--- config.mk ---
export PLATFORM = sky130hd
export DESIGN_NAME = cond_unit
export DESIGN_NICKNAME = d
export VERILOG_FILES = /design/src/rtl/cond_unit.sv
export SDC_FILE = /design/constraint.sdc
export NUM_CORES = 1
export LEC_CHECK = 0
export CAP_MARGIN = 30
export CORE_AREA = 4 4 41 43
export DETAILED_ROUTE_END_ITERATION = 16
export DIE_AREA = 0 0 45 47
export PLACE_DENSITY = 0.65
export SYNTH_ARGS = -nofsm -noshare
export SYNTH_HDL_FRONTEND = slang
export SYNTH_SLANG_ARGS = --single-unit
--- constraint.sdc ---
create_clock -name clk -period 2.1 [get_ports clk]
set_input_delay 0.525 -clock clk [delete_from_list [all_inputs] [get_ports clk]]
set_output_delay 0.525 -clock clk [all_outputs]
set_load 0.01 [all_outputs]
--- src/rtl/cond_unit.sv ---
// cond_unit
//
// Conditional-execution unit for a multicycle ARM-style processor. It holds
// the architectural flag register, evaluates the instruction condition field
// against those flags, registers the result as CondEx, and gates the
// FSM/decode write requests with it.
//
// Ports
//   clk       in   1  system clock, rising-edge active
//   reset     in   1  asynchronous reset, active low
//   Cond      in   4  instruction condition field (Instr[31:28])
//   ALUFlags  in   4  ALU result flags {N,Z,C,V}
//   FlagW     in   2  flag-write request: [1] -> N,Z ; [0] -> C,V
//   PCS       in   1  decode request to write the PC
//   NextPC    in   1  unconditional PC-increment request (never gated)
//   RegW      in   1  register-write request
//   MemW      in   1  memory-write request
//   PCWrite   out  1  gated PC write enable
//   RegWrite  out  1  gated register-file write enable
//   MemWrite  out  1  gated data-memory write enable
//   Flags     out  4  architectural flags {N,Z,C,V}
//   CondEx    out  1  registered condition-pass bit

module cond_unit (
    input  logic       clk,
    input  logic       reset,
    input  logic [3:0] Cond,
    input  logic [3:0] ALUFlags,
    input  logic [1:0] FlagW,
    input  logic       PCS,
    input  logic       NextPC,
    input  logic       RegW,
    input  logic       MemW,
    output logic       PCWrite,
    output logic       RegWrite,
    output logic       MemWrite,
    output logic [3:0] Flags,
    output logic       CondEx
);

    typedef enum logic [3:0] {
        COND_EQ = 4'b0000,
        COND_NE = 4'b0001,
        COND_CS = 4'b0010,
        COND_CC = 4'b0011,
        COND_MI = 4'b0100,
        COND_PL = 4'b0101,
        COND_VS = 4'b0110,
        COND_VC = 4'b0111,
        COND_HI = 4'b1000,
        COND_LS = 4'b1001,
        COND_GE = 4'b1010,
        COND_LT = 4'b1011,
        COND_GT = 4'b1100,
        COND_LE = 4'b1101,
        COND_AL = 4'b1110,
        COND_NV = 4'b1111
    } cond_t;

    logic       flag_n;
    logic       flag_z;
    logic       flag_c;
    logic       flag_v;
    logic       cond_pass;
    logic [1:0] flag_write;

    // Evaluation always uses the registered flags, never ALUFlags, so an
    // instruction that updates the flags sees the pre-update values and
    // there is no combinational path from the ALU into the write enables.
    assign flag_n = Flags[3];
    assign flag_z = Flags[2];
    assign flag_c = Flags[1];
    assign flag_v = Flags[0];

    // NOTE: a default assignment before the case keeps every path driven,
    // so this stays pure combinational logic with no inferred latch.
    always_comb begin
        cond_pass = 1'b1;
        case (cond_t'(Cond))
            COND_EQ: cond_pass = flag_z;
            COND_NE: cond_pass = ~flag_z;
            COND_CS: cond_pass = flag_c;
            COND_CC: cond_pass = ~flag_c;
            COND_MI: cond_pass = flag_n;
            COND_PL: cond_pass = ~flag_n;
            COND_VS: cond_pass = flag_v;
            COND_VC: cond_pass = ~flag_v;
            COND_HI: cond_pass = flag_c & ~flag_z;
            COND_LS: cond_pass = ~flag_c | flag_z;
            COND_GE: cond_pass = (flag_n == flag_v);
            COND_LT: cond_pass = (flag_n != flag_v);
            COND_GT: cond_pass = ~flag_z & (flag_n == flag_v);
            COND_LE: cond_pass = flag_z | (flag_n != flag_v);
            default: cond_pass = 1'b1;   // AL, and 1111 treated as AL
        endcase
    end

    // An unknown request ANDed with a failing condition resolves to 0, and
    // an unknown enable falls through to the hold branch below.
    assign flag_write = FlagW & {2{cond_pass}};

    // NOTE: non-blocking assignments here so every flop samples the values
    // present before the edge, independent of statement order.
    always_ff @(posedge clk or negedge reset) begin
        if (!reset) begin
            Flags  <= 4'b0000;
            CondEx <= 1'b0;
        end else begin
            CondEx <= cond_pass;
            if (flag_write[1]) begin
                Flags[3:2] <= ALUFlags[3:2];
            end
            if (flag_write[0]) begin
                Flags[1:0] <= ALUFlags[1:0];
            end
        end
    end

    // CondEx clears asynchronously on reset, so the gated enables drop at
    // once; NextPC bypasses the gate so sequential fetch always proceeds.
    assign PCWrite  = (PCS & CondEx) | NextPC;
    assign RegWrite = RegW & CondEx;
    assign MemWrite = MemW & CondEx;

endmodule

==> results.sh <==
export IMPL_post_cts_setup_buffer_count=0
export IMPL_final_cell_mix="clkdlybuf4s50_1, dfrtp_1, dlygate4sd2_1"
export IMPL_h_tree_depth=1
export IMPL_worst_r2r_setup_slack_ps=240
export IMPL_via_per_inst=4.753
export IMPL_hpwl_um=812.7
export IMPL_cts_tree="yes"
export IMPL_ios=24
export IMPL_synth_avg_cell_area_um2=11.96
export IMPL_clk_pin_slew_worst_paths_ps=40
export IMPL_synth_enable_flop_cells=0
export IMPL_fin_cells=77
export IMPL_p_per_area_nw_per_um2=1059
export IMPL_wire_per_inst_um=12.29
export IMPL_drive_above_1_share_pct=35.48
export IMPL_port_buffers=23
export IMPL_cts_root_buf="clkbuf_4"
export IMPL_wirelength_um=946
export IMPL_nets=79
export IMPL_overflow=0
export IMPL_groute_usage_overall_pct=10.61
export IMPL_start_kind="primary input"
export IMPL_rows=13
export IMPL_rr_worst_depth=5
export IMPL_ant_nets=0
export IMPL_reg2reg_to="Flags[3]"
export IMPL_place_inst=73
export IMPL_synth_cells=32
export IMPL_final_hold_viol_count=0
export IMPL_rsz0062_at_grt="no"
export IMPL_gp_congestion=0.6204
export IMPL_p_leak_uw=0.0002887
export IMPL_grt_antenna_before_repair=0
export IMPL_hp_class="in2async"
export IMPL_synth_nets=48
export IMPL_max_stage_delay_ps=350
export IMPL_relSlewSlack_pct=76.18
export IMPL_seq_area_frac_synth_pct=32.68
export IMPL_grt_max_degree=7
export IMPL_ir_drop_mv=0.6059
export IMPL_core_area_um2=1301
export IMPL_timing_rr_start="Flags[1]"
export IMPL_hold_ws_ps=503.4
export IMPL_period_share_pct=93.64
export IMPL_final_common_cell="clkdlybuf4s50_1"
export IMPL_worstMarginPinSlew_ps=356.1
export IMPL_cp_slowest_cell="mux2_2"
export IMPL_cap_violations=0
export IMPL_fmax_ghz=0.5085
export IMPL_yosysTopAreaCellShare_pct=32.68
export IMPL_arrival_ps=2090
export IMPL_die_h_um=47
export IMPL_post_route_min_period_ps=1966
export IMPL_die_area_um2=2115
export IMPL_die_w_um=45
export IMPL_clk_latency_ps=240
export IMPL_drv_slew=0
export IMPL_crit_required_ps=2220
export IMPL_cts_max_path_buffers=2
export IMPL_ys_flop_type="dfrtp_1"
export IMPL_vias=366
export IMPL_cts_sinks=5
export IMPL_path_cells="dlygate4sd2_1 > buf_4 > nor4b_1 > a221o_1 > a211oi_4 > a22oi_2 > mux2_2"
export IMPL_yosys_cell_types_count=19
export IMPL_ys_top_cells_by_area="dfrtp_1, mux2_2, a22oi_2"
export IMPL_fin_skew_ps=2.994
export IMPL_grt_first_pass_wirelength_um=1552
export IMPL_grt_pass1_vias=384
export IMPL_start_util_pct=29.42
export IMPL_numCtsBuffers=3
export IMPL_path_class="in2reg"
export IMPL_synth_top_cell_by_area="dfrtp_1"
export IMPL_crit_start="Cond[1]"
export IMPL_drtPass1Iterations=2
export IMPL_drt_initial_drc_count=1
export IMPL_synth_seq_cells=5
export IMPL_end_kind="register"
export IMPL_antenna_cells=0
export IMPL_syn_area_um2=382.9
export IMPL_drc=0
export IMPL_ys_async_sr_fraction_pct=100.0
export IMPL_area_delta_synth_final_pct=83.33
export IMPL_cp_max_fo=6
export IMPL_crit_end="Flags[3]"
export IMPL_yosys_warnings=0
export IMPL_finalSetupViolCount=0
export IMPL_status="complete, no violations"
==> cells in the mapped netlist, types with 2 or more instances <==
library cell / number
and2_1: 3
dfrtp_1: 5
nor2_1: 3
mux2_2: 4
xnor2_1: 2
a22oi_2: 2
==> report_power, final <==
part | total (uW) | switching [uW] | internal [uW]
clock network | 109 | 37.6 | 71.7
logic | 425 | 164 | 261
registers | 209 | 63.3 | 146
total | 743 | 265 | 478
==> cell families (layout without fill, tap and decap cells) <==
kind of cell              after synthesis  count (layout)  share of synthesized area (%)
xor gates and xnor gates                3               3                          6.864
buffers and inverters                   1              31                          2.941
and+or+nand+nor                        11              11                          19.94
DFF                                     5               5                          32.68
AOI/OAI and AO/OA                       7               7                          19.93
muxes                                   5               5                          17.65
==> per-layer routing <==
metal | global-route usage (%) | routed length, um
met5 | 0 | 0
met4 | 8.772 | 17
met3 | 1.916 | 56
met2 | 15.82 | 460
met1 | 13.32 | 411
==> cell type report <==
class | count | area [um2]
clock buffer | 4 | 26.28
fill | 133 | 599.3
multi-input combinational | 26 | 275.3
sequential | 5 | 125.1
tap | 15 | 18.77
timing repair buffer | 27 | 256.5
==> worst min-delay path by stage <==
| stage | to | start | cells after the start | slack, ps |
|---|---|---|---|---|
| 2_1_floorplan | CondEx | reset | 0 | 230 |
| 3_3_place_gp | Flags[3] | Flags[3] | 1 | 570 |
| 3_5_place_dp | Flags[3] | Flags[3] | 1 | 570 |
| 4_1_cts | Flags[1] | reset | 1 | 510 |
| 5_1_grt | CondEx | reset | 1 | 520 |
| 6_report | CondEx | reset | 1 | 500 |
==> critical path, delay by kind of cell <==
family	cells	cell delay, ps
buffers and inverters	2	420
AND/OR/NAND/NOR	1	290
AO/OA/AOI/OAI	3	500
multiplexers	1	350
==> registers in the layout, indices dropped and copies added (netlist names) <==
signal	count
Flags	4
CondEx	1
==> what timing repair did <==
item	in CTS	in global routing
gates resized for setup	9	2
setup endpoints to repair	7	4
pin swaps	2	2
hold buffers	0	0
==> per-stage QoR <==
| stage | setup TNS [ps] | total power, uW | setup slack, ps | instance area (um2) | util, % |
|---|---|---|---|---|---|
| floorplan | 0 | 420.6 | 92.13 | 382.9 | - |
| global route | 0 | 794.0 | 50.10 | 701.9 | 53.94 |
| global placement | -1817 | 624.8 | -413.5 | 650.6 | 50.00 |
| detailed placement | -1887 | 626.5 | -418.9 | 650.6 | 50.00 |
| CTS | 0 | 752.2 | 15.92 | 690.7 | 53.08 |
| finish | 0 | 743.2 | 133.6 | 701.9 | 53.94 |
No activity file was read; power rests on OpenSTA's default activity.
